[src/rtl/pong_pkg.sv]
`default_nettype none
// ---------------------------------------------------------------------------
// pong_pkg: screen geometry, requester indices and scheduler state encoding.
// Rev 1.0
// ---------------------------------------------------------------------------
package pong_pkg;

  localparam int H_RES    = 160;
  localparam int V_RES    = 120;
  localparam int X_W      = 8;
  localparam int Y_W      = 7;
  localparam int COLOUR_W = 3;

  localparam int REQ_CLEAR = 0;
  localparam int REQ_LEFT  = 1;
  localparam int REQ_RIGHT = 2;
  localparam int REQ_BALL  = 3;

  typedef enum logic [1:0] {
    S_IDLE = 2'd0,
    S_DRAW = 2'd1,
    S_FIN  = 2'd2
  } sched_state_e;

endpackage
`default_nettype wire

[src/rtl/pong_rect_raster.sv]
`default_nettype none
// ---------------------------------------------------------------------------
// pong_rect_raster: row-major cx/cy scan counters and pixel coordinate adders.
// Rev 1.0
// ---------------------------------------------------------------------------
module pong_rect_raster #(
  parameter int X_W = pong_pkg::X_W,
  parameter int Y_W = pong_pkg::Y_W
) (
  input  logic           clk,
  input  logic           reset,
  input  logic           load_i,
  input  logic           step_i,
  input  logic [X_W-1:0] x0_i,
  input  logic [Y_W-1:0] y0_i,
  input  logic [X_W-1:0] w_m1_i,
  input  logic [Y_W-1:0] h_m1_i,
  output logic           last_o,
  output logic [X_W-1:0] x_o,
  output logic [Y_W-1:0] y_o,
  output logic           on_screen_o
);
  import pong_pkg::*;

  logic [X_W-1:0] cx_q, cx_d;
  logic [Y_W-1:0] cy_q, cy_d;
  logic [X_W:0]   w_px;
  logic [Y_W:0]   w_py;

  always_comb begin
    cx_d = cx_q;
    cy_d = cy_q;
    if (load_i) begin
      cx_d = '0;
      cy_d = '0;
    end else if (step_i) begin
      if (cx_q == w_m1_i) begin
        cx_d = '0;
        cy_d = cy_q + Y_W'(1);
      end else begin
        cx_d = cx_q + X_W'(1);
      end
    end
  end

  always_ff @(posedge clk or negedge reset) begin
    if (!reset) begin
      cx_q <= '0;
      cy_q <= '0;
    end else begin
      cx_q <= cx_d;
      cy_q <= cy_d;
    end
  end

  assign last_o = (cx_q == w_m1_i) && (cy_q == h_m1_i);

  // Adders see the next counter values so registered outputs align with the plotted pixel.
  assign w_px = {1'b0, x0_i} + {1'b0, cx_d};
  assign w_py = {1'b0, y0_i} + {1'b0, cy_d};
  assign x_o  = w_px[X_W-1:0];
  assign y_o  = w_py[Y_W-1:0];

`ifdef PONG_CLIP_EN
  assign on_screen_o = (w_px < (X_W+1)'(H_RES)) && (w_py < (Y_W+1)'(V_RES));
`else
  logic w_unused_carry;
  assign w_unused_carry = w_px[X_W] ^ w_py[Y_W];
  assign on_screen_o    = 1'b1;
`endif

endmodule
`default_nettype wire

[src/rtl/pong_draw_scheduler.sv]
`default_nettype none
// ---------------------------------------------------------------------------
// pong_draw_scheduler: fixed-priority rectangle rasteriser plus frame tick.
// Define PONG_CLIP_EN to suppress plot on pixels outside 160x120. Rev 1.0
// ---------------------------------------------------------------------------
module pong_draw_scheduler #(
  parameter int X_W          = pong_pkg::X_W,
  parameter int Y_W          = pong_pkg::Y_W,
  parameter int COLOUR_W     = pong_pkg::COLOUR_W,
  parameter int FRAME_CYCLES = 833333
) (
  input  logic                  clk,
  input  logic                  reset,
  input  logic [3:0]            req,
  input  logic [4*X_W-1:0]      rect_x,
  input  logic [4*Y_W-1:0]      rect_y,
  input  logic [4*X_W-1:0]      rect_w_m1,
  input  logic [4*Y_W-1:0]      rect_h_m1,
  input  logic [4*COLOUR_W-1:0] rect_colour,
  output logic [3:0]            grant,
  output logic [3:0]            done,
  output logic                  busy,
  output logic [X_W-1:0]        x_out,
  output logic [Y_W-1:0]        y_out,
  output logic [COLOUR_W-1:0]   colour_out,
  output logic                  plot,
  output logic                  frame_tick
);
  import pong_pkg::*;

  localparam int CNT_W = (FRAME_CYCLES > 1) ? $clog2(FRAME_CYCLES) : 1;

  sched_state_e         state_q;
  logic [3:0]           grant_q, owner_q;
  logic [X_W-1:0]       x0_q, w_m1_q, x_out_q;
  logic [Y_W-1:0]       y0_q, h_m1_q, y_out_q;
  logic [COLOUR_W-1:0]  colour_out_q;
  logic                 plot_q, tick_q;
  logic [CNT_W-1:0]     fcnt_q, fcnt_d;

  logic [1:0]           w_win_idx;
  logic [3:0]           w_win_oh;
  logic                 w_req_any, w_idle, w_last, w_on_screen;
  logic [X_W-1:0]       w_x0, w_w_m1, w_px;
  logic [Y_W-1:0]       w_y0, w_h_m1, w_py;

  always_comb begin
    w_win_idx = 2'd0;
    for (int i = REQ_BALL; i >= REQ_CLEAR; i--) begin
      if (req[i]) w_win_idx = 2'(i);
    end
  end

  assign w_req_any = |req;
  assign w_win_oh  = 4'b0001 << w_win_idx;
  assign w_idle    = (state_q == S_IDLE);

  // While idle the raster is fed the winner's live fields so the first pixel is ready on entry.
  assign w_x0   = w_idle ? rect_x[w_win_idx*X_W +: X_W]    : x0_q;
  assign w_y0   = w_idle ? rect_y[w_win_idx*Y_W +: Y_W]    : y0_q;
  assign w_w_m1 = w_idle ? rect_w_m1[w_win_idx*X_W +: X_W] : w_m1_q;
  assign w_h_m1 = w_idle ? rect_h_m1[w_win_idx*Y_W +: Y_W] : h_m1_q;

  pong_rect_raster #(
    .X_W (X_W),
    .Y_W (Y_W)
  ) u_raster (
    .clk         (clk),
    .reset       (reset),
    .load_i      (w_idle && w_req_any),
    .step_i      ((state_q == S_DRAW) && !w_last),
    .x0_i        (w_x0),
    .y0_i        (w_y0),
    .w_m1_i      (w_w_m1),
    .h_m1_i      (w_h_m1),
    .last_o      (w_last),
    .x_o         (w_px),
    .y_o         (w_py),
    .on_screen_o (w_on_screen)
  );

  always_ff @(posedge clk or negedge reset) begin
    if (!reset) begin
      state_q      <= S_IDLE;
      grant_q      <= '0;
      owner_q      <= '0;
      x0_q         <= '0;
      y0_q         <= '0;
      w_m1_q       <= '0;
      h_m1_q       <= '0;
      x_out_q      <= '0;
      y_out_q      <= '0;
      colour_out_q <= '0;
      plot_q       <= 1'b0;
    end else begin
      case (state_q)
        S_IDLE: begin
          if (w_req_any) begin
            state_q      <= S_DRAW;
            grant_q      <= w_win_oh;
            owner_q      <= w_win_oh;
            x0_q         <= w_x0;
            y0_q         <= w_y0;
            w_m1_q       <= w_w_m1;
            h_m1_q       <= w_h_m1;
            x_out_q      <= w_px;
            y_out_q      <= w_py;
            colour_out_q <= rect_colour[w_win_idx*COLOUR_W +: COLOUR_W];
            plot_q       <= w_on_screen;
          end
        end
        S_DRAW: begin
          if (w_last) begin
            state_q      <= S_FIN;
            grant_q      <= '0;
            x_out_q      <= '0;
            y_out_q      <= '0;
            colour_out_q <= '0;
            plot_q       <= 1'b0;
          end else begin
            x_out_q <= w_px;
            y_out_q <= w_py;
            plot_q  <= w_on_screen;
          end
        end
        S_FIN:   state_q <= S_IDLE;
        default: state_q <= S_IDLE;
      endcase
    end
  end

  assign fcnt_d = (fcnt_q == CNT_W'(FRAME_CYCLES - 1)) ? '0 : fcnt_q + CNT_W'(1);

  always_ff @(posedge clk or negedge reset) begin
    if (!reset) begin
      fcnt_q <= '0;
      tick_q <= 1'b0;
    end else begin
      fcnt_q <= fcnt_d;
      tick_q <= (fcnt_d == CNT_W'(FRAME_CYCLES - 1));
    end
  end

  assign grant      = grant_q;
  assign done       = (state_q == S_FIN) ? owner_q : 4'b0000;
  assign busy       = !w_idle;
  assign x_out      = x_out_q;
  assign y_out      = y_out_q;
  assign colour_out = colour_out_q;
  assign plot       = plot_q;
  assign frame_tick = tick_q;

endmodule
`default_nettype wire

[config.mk]
export PLATFORM = sky130hd
export DESIGN_NAME = pong_draw_scheduler
export DESIGN_NICKNAME = d
export VERILOG_FILES = /design/src/rtl/pong_pkg.sv /design/src/rtl/pong_rect_raster.sv /design/src/rtl/pong_draw_scheduler.sv
export SDC_FILE = /design/constraint.sdc
export NUM_CORES = 1
export LEC_CHECK = 0
export CORE_AREA = 5 5 139 141
export CTS_CLUSTER_SIZE = 25
export DETAILED_ROUTE_END_ITERATION = 8
export DIE_AREA = 0 0 144 146
export GPL_TIMING_DRIVEN = 0
export PLACE_DENSITY_LB_ADDON = 0.2
export SYNTH_ARGS = -nofsm -noshare
export SYNTH_HDL_FRONTEND = slang
export SYNTH_SLANG_ARGS = --single-unit
[constraint.sdc]
create_clock -name clk -period 4.4 [get_ports clk]
set_clock_uncertainty 0.05 [all_clocks]
set_input_delay 0.88 -clock clk [delete_from_list [all_inputs] [get_ports clk]]
set_output_delay 0.88 -clock clk [all_outputs]
set_load 0.01 [all_outputs]
After elaboration in Yosys (flattened, before gate mapping)
Index checks and enable logic that the tools add are counted.
Widths: inputs -> output; s select.
{"block": "totals", "out_inout_bits": 29, "input_bits": 138, "ff_bits": 95, "elab_cells": 82}
{"block": "classes", "shifts": 6, "mux": 34, "n_eq_ne": 8, "n_mul": 2, "n_addsub": 5, "n_reduce_logical": 12}
{"op": "$shiftx 32x6->8", "n": 2}
{"op": "$mux 8", "n": 7}
{"op": "$shiftx 28x6->7", "n": 2}
{"op": "$mux 7", "n": 7}
{"op": "$eq 20x20->1 const B", "n": 2}
{"op": "$add 20x1->20 const B", "n": 1}
{"op": "$mux 20", "n": 1}
{"op": "$pmux 8 s2", "n": 1}
{"op": "$pmux 7 s2", "n": 1}
{"op": "$mux 2", "n": 6}
{"op": "$mux 4", "n": 3}
{"op": "$shiftx 12x5->3", "n": 1}
{"op": "$add 8x1->8 const B", "n": 1}
{"op": "$add 8x8->8", "n": 1}
{"op": "$eq 8x8->1", "n": 1}
{"op": "$pmux 4 s2", "n": 1}
{"op": "$add 7x1->7 const B", "n": 1}
{"op": "$add 7x7->7", "n": 1}
{"op": "$eq 7x7->1", "n": 1}
{"op": "$mux 3", "n": 2}
{"op": "$pmux 3 s2", "n": 1}
{"op": "$reduce_and 2->1", "n": 3}
{"op": "$mul 2x3->5 const B", "n": 1}
{"op": "$mul 2x2->4 const B", "n": 1}
{"op": "other kinds (13)", "n": 18}

Logic depth before layout (Yosys ltp)
{"block": "logic_depth", "word_depth": 16, "depth_mapped": 22, "depth_no_buf": 21}

Hierarchy
Synthesis repeated with hierarchy kept, for this count alone.
{"block": "hier_totals", "hier_cells": 594, "area_unflattened_um2": 6065.8}
{"module": "pong_draw_scheduler", "n_inst": 1, "area_per_inst_um2": 4626.9, "seq_area_each_um2": 2001.9, "cells_per_inst": 444}
{"module": "pong_rect_raster", "n_inst": 1, "area_per_inst_um2": 1438.9, "seq_area_each_um2": 375.4, "cells_per_inst": 150}

Worst setup path after synthesis
Ideal clock, no wire load.
{"block": "synth_path", "kind": "input to register", "start": "input req[3]", "end": "register y_out_q[6], in the netlist y_out[6]", "stages": 20, "arrival_ns": 4.732, "required_ns": 4.215, "slack_ns": -0.517, "setup_time_ns": 0.135, "path_buffers": 2, "cell_sequence": "buf_2 nor3_2 nor2_2 o21ai_1 mux2i_1 nand4_1 or4b_4 buf_6 or3_1 a21oi_1 ha_1 nor2b_1 o21ai_0 nand2b_1 a21o_1 a21oi_1 xor2_1 nor2_1 a31oi_1 o211ai_1"}
{"block": "synth_via", "elab_chain_cells": 16, "elab_cells_between_ends": 27, "classes_between": "1 x add/sub; 1 x mul; 3 x eq/ne; 3 x shift; 13 x mux; 6 x reduce/logical"}
{"element": "start: declaration", "line_no": "pong_draw_scheduler.sv:14", "rtl": "input logic [3:0] req,"}
{"element": "$mux 2 (4 in a row)", "line_no": "pong_draw_scheduler.sv:50", "rtl": "if (req[i]) w_win_idx = 2'(i);"}
{"element": "$mul 2x3->5", "line_no": "pong_draw_scheduler.sv:62", "rtl": "assign w_h_m1 = w_idle ? rect_h_m1[w_win_idx*Y_W +: Y_W] : h_m1_q;"}
{"element": "$shiftx 28x6->7", "line_no": "pong_draw_scheduler.sv:62"}
{"element": "$mux 7", "line_no": "pong_draw_scheduler.sv:62"}
{"element": "$eq 7x7->1", "line_no": "pong_rect_raster.sv:56", "rtl": "assign last_o = (cx_q == w_m1_i) && (cy_q == h_m1_i);"}
{"element": "$logic_and 1x1->1", "line_no": "pong_rect_raster.sv:56"}
{"element": "$logic_not 1->1", "line_no": "pong_draw_scheduler.sv:71", "rtl": ".step_i ((state_q == S_DRAW) && !w_last),"}
{"element": "$logic_and 1x1->1", "line_no": "pong_draw_scheduler.sv:71"}
{"element": "$mux 7", "line_no": "pong_rect_raster.sv:36", "rtl": "end else if (step_i) begin"}
{"element": "$mux 7 (*)", "line_no": "pong_rect_raster.sv:33", "rtl": "if (load_i) begin"}
{"element": "via u_raster.cy_d[2]", "line_no": "pong_rect_raster.sv:26", "rtl": "logic [Y_W-1:0] cy_q, cy_d;"}
{"element": "$add 7x7->7 (*)", "line_no": "pong_rect_raster.sv:60", "rtl": "assign w_py = {1'b0, y0_i} + {1'b0, cy_d};"}
{"element": "$mux 7, on equally long branches", "line_no": "pong_draw_scheduler.sv:113, pong_draw_scheduler.sv:98"}
{"element": "$pmux 7 s2 (*)", "line_no": "pong_draw_scheduler.sv:96", "rtl": "case (state_q)"}
{"element": "end signal: assignment", "line_no": "pong_draw_scheduler.sv:107", "rtl": "y_out_q <= w_py;"}
{"element": "end signal: assignment", "line_no": "pong_draw_scheduler.sv:122", "rtl": "y_out_q <= w_py;"}
{"element": "end: declaration", "line_no": "pong_draw_scheduler.sv:36", "rtl": "logic [Y_W-1:0] y0_q, h_m1_q, y_out_q;"}
Mark *: on every way through the listed nets, which the timed path passes. The rest lies on a longest branch. The select of a mux whose other input is x is not followed.
A chain may end at the register's enable or synchronous reset.

Worst setup path after layout
{"block": "layout_path", "start": "input req[0]", "end": "register y_out_q[6], in the netlist y_out[6]"}
{"block": "layout_via", "elab_chain_cells": 13, "elab_cells_between_ends": 24, "classes_between": "1 x add/sub; 1 x mul; 3 x eq/ne; 3 x shift; 10 x mux; 6 x reduce/logical"}
{"element": "$mux 2", "line_no": "pong_draw_scheduler.sv:50"}
{"element": "$mul 2x3->5", "line_no": "pong_draw_scheduler.sv:62"}
{"element": "$shiftx 28x6->7", "line_no": "pong_draw_scheduler.sv:62"}
{"element": "$mux 7", "line_no": "pong_draw_scheduler.sv:62"}
{"element": "$eq 7x7->1", "line_no": "pong_rect_raster.sv:56"}
{"element": "$logic_and 1x1->1", "line_no": "pong_rect_raster.sv:56"}
{"element": "$logic_not 1->1", "line_no": "pong_draw_scheduler.sv:71"}
{"element": "$logic_and 1x1->1", "line_no": "pong_draw_scheduler.sv:71"}
{"element": "$mux 7", "line_no": "pong_rect_raster.sv:36"}
{"element": "$mux 7 (*)", "line_no": "pong_rect_raster.sv:33"}
{"element": "via u_raster.cy_d[2]", "line_no": "pong_rect_raster.sv:26"}
{"element": "$add 7x7->7 (*)", "line_no": "pong_rect_raster.sv:60"}
{"element": "$mux 7, on equally long branches", "line_no": "pong_draw_scheduler.sv:113, pong_draw_scheduler.sv:98"}
{"element": "$pmux 7 s2 (*)", "line_no": "pong_draw_scheduler.sv:96"}
Marks and branches as above.

==> flow_metrics.py <==
metrics = {
    "routing": {
        "vias": 6216,
        "wirelength_um": 21880,
        "post-route-drc-count": 0,
        "met1_length_um": 9205,
        "first_pass_iters": 5,
        "dr_wl_met3_um": 944,
        "wire_per_inst_um": 19.50,
        "avgViaCountPerCell": 5.540,
        "met2_length_um": 11340,
        "highest_layer": "met4",
        "drt_iter0_drc": 497,
        "antenna_left": 0,
    },
    "clock_tree": {
        "clkSinkCount": 95,
        "cts_tree": "done",
        "htreeDepth": 3,
        "root_buffer": "clkbuf_16",
        "clkSlewWorstSetupHoldPaths_ns": 0.07,
        "insertion_delay_ns": 0.36,
        "cts_buffers": 9,
        "cts.path.max_buffers": 2,
    },
    "finish": {
        "num_antenna_cells": 0,
        "layout_commonest_cell": "clkdlybuf4s50_1",
        "seq_area_um2": 2377,
        "nFillCells": 1666,
        "mostFrequentLayoutCells": "clkdlybuf4s50_1 (161), dfrtp_1 (95), nor2_1 (61)",
        "final_nets": 1046,
        "syn2layout_area_growth_pct": 46.19,
        "drive_gt1_share_pct": 12.99,
        "instances_no_fill": 1122,
        "post-route-util_pct": 50.25,
        "multi_input_area_um2": 3747,
    },
    "global_route": {
        "grt_pass1_wl_um": 34160,
        "grt_pass1_vias": 6276,
        "grt_start_max_net_pins": 67,
        "gr-total-overflow": 0,
        "grt_usage_pct": 20.59,
        "grt_antenna_before_repair": 0,
    },
    "job": {
        "maxCapViolCount": 0,
    },
    "place": {
        "io_buffers": 166,
        "dp_cells": 1075,
        "place_congestion": 0.8813,
        "hpwl_um": 16410,
    },
    "synth": {
        "avgSynthCellArea_um2": 9.031,
        "synth_edf_count": 0,
        "ys_warn_count": 0,
        "netlist_instances": 679,
        "synth_nets": 836,
        "yosysSeqAreaShare_pct": 38.77,
        "yosys.area.top_type_share_pct": 38.77,
        "synthFlopType": "dfrtp_1",
        "yosysUniqueCellTypes": 67,
        "async_flop_share_pct": 100.0,
        "synth_area_um2": 6132,
        "ys_top_cells_by_area": "dfrtp_1 (39%), a221o_1 (4.1%), nor2_1 (4.0%)",
        "yosys_register_bits": 95,
        "synth_largest_area_cell": "dfrtp_1",
    },
    "power": {
        "powerDensity_nw_per_um2": 479.7,
        "p_leak_nw": 3.699,
        "total_power_mw": 4.301,
        "vdd_drop_max_v": 0.0003304,
    },
    "setup_path": {
        "path_max_fanout": 6,
        "crit_family": "simple AND/OR/NAND/NOR gates",
        "worstSetupStartpointType": "primary input",
        "critPathBufInv": 2,
        "critPathCaptureType": "flip-flop",
        "cp_data_required_time_ns": 4.58,
        "worstSetupPathType": "in2reg",
        "critPathMaxStageDelay_ns": 0.57,
        "worstPathCellList": "buf_8 -> or4b_4 -> o221a_4 -> o21ai_4 -> mux2i_1 -> nand4_1 -> buf_6 -> or4b_4 -> or3_4 -> a21oi_2 -> ha_1 -> nor2b_4 -> o21ai_1 -> nand2b_1 -> a21o_1 -> a21oi_2 -> xor2_2 -> nor2_1 -> a31oi_1 -> o211ai_1",
        "arrival_ns": 5.04,
        "cpMaxStageDelayCell": "or4b_4",
    },
    "timing": {
        "period_needed_ns": 4.857,
        "tightest_slew_ns": 0.9727,
        "hold_viol": 0,
        "slew_headroom_pct": 34.56,
        "rsz0062_at_grt": "true",
        "finalSetupViolCount": 5,
        "post-route-period-util_pct": 110.4,
        "setup_ws_ns": -0.4572,
        "slew_violations": 0,
        "clock.fmax_ghz": 0.2059,
    },
    "floorplanning": {
        "die-height_um": 146,
        "io_pins": 167,
        "core_area_um2": 17840,
        "initial_utilization_pct": 34.37,
        "chipWidth_um": 144,
        "rows": 49,
        "die_area_um2": 21020,
    },
    "hold_path": {
        "holdCritPathClass": "in2async",
    },
    "outcome": {
        "violations": "setup timing",
        "status": "complete, but fails checks",
    },
}
path summary, 6_finish.rpt:
check / startpoint / to / slack, ns / depth (start not counted)
min in group clk: owner_q[3]$_DFFE_PN0P_ / owner_q[3]$_DFFE_PN0P_ / 0.43 / 2
hold / removal: reset / fcnt_q[9]$_DFF_PN0_ / 0.41 / 1
setup reg to reg: u_raster.cx_q[0]$_DFF_PN0_ / y_out[6]$_DFFE_PN0P_ / -0.25 / 20
max in group asynchronous: reset / h_m1_q[2]$_DFFE_PN0P_ / 3.20 / 2
setup / recovery: req[0] / y_out[6]$_DFFE_PN0P_ / -0.46 / 20
hold reg to reg: owner_q[3]$_DFFE_PN0P_ / owner_q[3]$_DFFE_PN0P_ / 0.43 / 2
timing repair:
item                       4_1_cts  5_1_grt
hold buffers                     0        0
hold endpoints to repair         0        0
pin swaps                       22       32
cloned                           1        0
setup endpoints to repair       14       10
setup buffers                   16       18
resized for setup               53       29
worst register-to-register path: cells and delay by family, from the launching register on:
kind | cells | cell delay (ns)
compound gates | 8 | 1.24
buf+inv | 2 | 0.55
flops | 1 | 0.36
simple gates | 7 | 1.69
xor+xnor | 2 | 0.38
fa+ha+maj | 1 | 0.26
cell usage after synthesis (4+ instances only):
library cell / instances
a22oi_1: 8
or2_2: 4
o22a_1: 14
nor2_1: 65
nand2_1: 55
o21ai_0: 36
nor2b_1: 9
nand3_1: 9
o31ai_1: 14
xnor2_1: 20
nor4_1: 4
and2_1: 6
a221oi_1: 6
a31oi_1: 8
buf_1: 4
o221a_2: 4
o22ai_1: 14
a211o_1: 4
xor2_1: 23
buf_2: 5
o21a_1: 12
dfrtp_1: 95
mux2i_1: 5
a22o_1: 11
nor3_1: 20
inv_1: 27
nand4_1: 9
nand2b_1: 9
or3_1: 5
o221ai_1: 9
and3_1: 6
ha_1: 17
a21o_1: 13
a221o_1: 25
clkbuf_1: 29
a21oi_1: 27
power breakdown:
part	leakage, nW	total, mW	internal, mW	switching (mW)
sequential	1.19	1.39	1.16	0.227
clock	0.149	0.856	0.511	0.344
combinational	2.36	2.06	1.13	0.927
through the flow:
stage          setup TNS, ns  setup slack (ns)  cell area, um2  hold slack [ns]
3_5_place_dp          -14.85            -1.674            8145           0.4113
6_report              -1.210           -0.4572            8965           0.4133
4_1_cts               -1.002           -0.4007            8696           0.4185
3_3_place_gp         -143.82            -1.767            8115           0.4080
5_1_grt               -2.142           -0.5627            8965           0.4458
2_1_floorplan         -1.045           -0.3697            6167           0.3918
registers in the layout, indices dropped and copies added, names as in the netlist, 7 cells and up:
signal	count
fcnt_q	20
h_m1_q	7
u_raster.cx_q	8
u_raster.cy_q	7
w_m1_q	8
x0_q	8
x_out	8
y0_q	7
y_out	7
kinds of logic after synthesis:
kind of cell / Yosys count / share of synthesized area, %
DFF: 95 / 38.77
adders and majority gates: 19 / 4.122
and+or+nand+nor: 219 / 17.91
xor gates and xnor gates: 43 / 6.142
muxes: 8 / 1.367
buffers and inverters: 68 / 4.509
AOI/OAI and AO/OA: 227 / 27.18
area by class of cell:
type,count,area share (%)
Clock buffer,12,2.749
Multi-Input combinational cell,517,41.80
Inverter,28,1.200
Sequential cell,95,26.52
Tap cell,229,3.196
Clock inverter,3,0.7537
Buffer,37,1.717
Timing Repair Buffer,201,22.07
per-layer routing:
| layer | up-vias | track usage, % |
|---|---|---|
| met5 | - | 0 |
| met4 | 0 | 4.614 |
| met3 | 35 | 4.009 |
| met2 | 166 | 35.50 |
| met1 | 3054 | 26.55 |
| li1 | 2961 | - |
No activity file was read; power rests on OpenSTA's default activity.
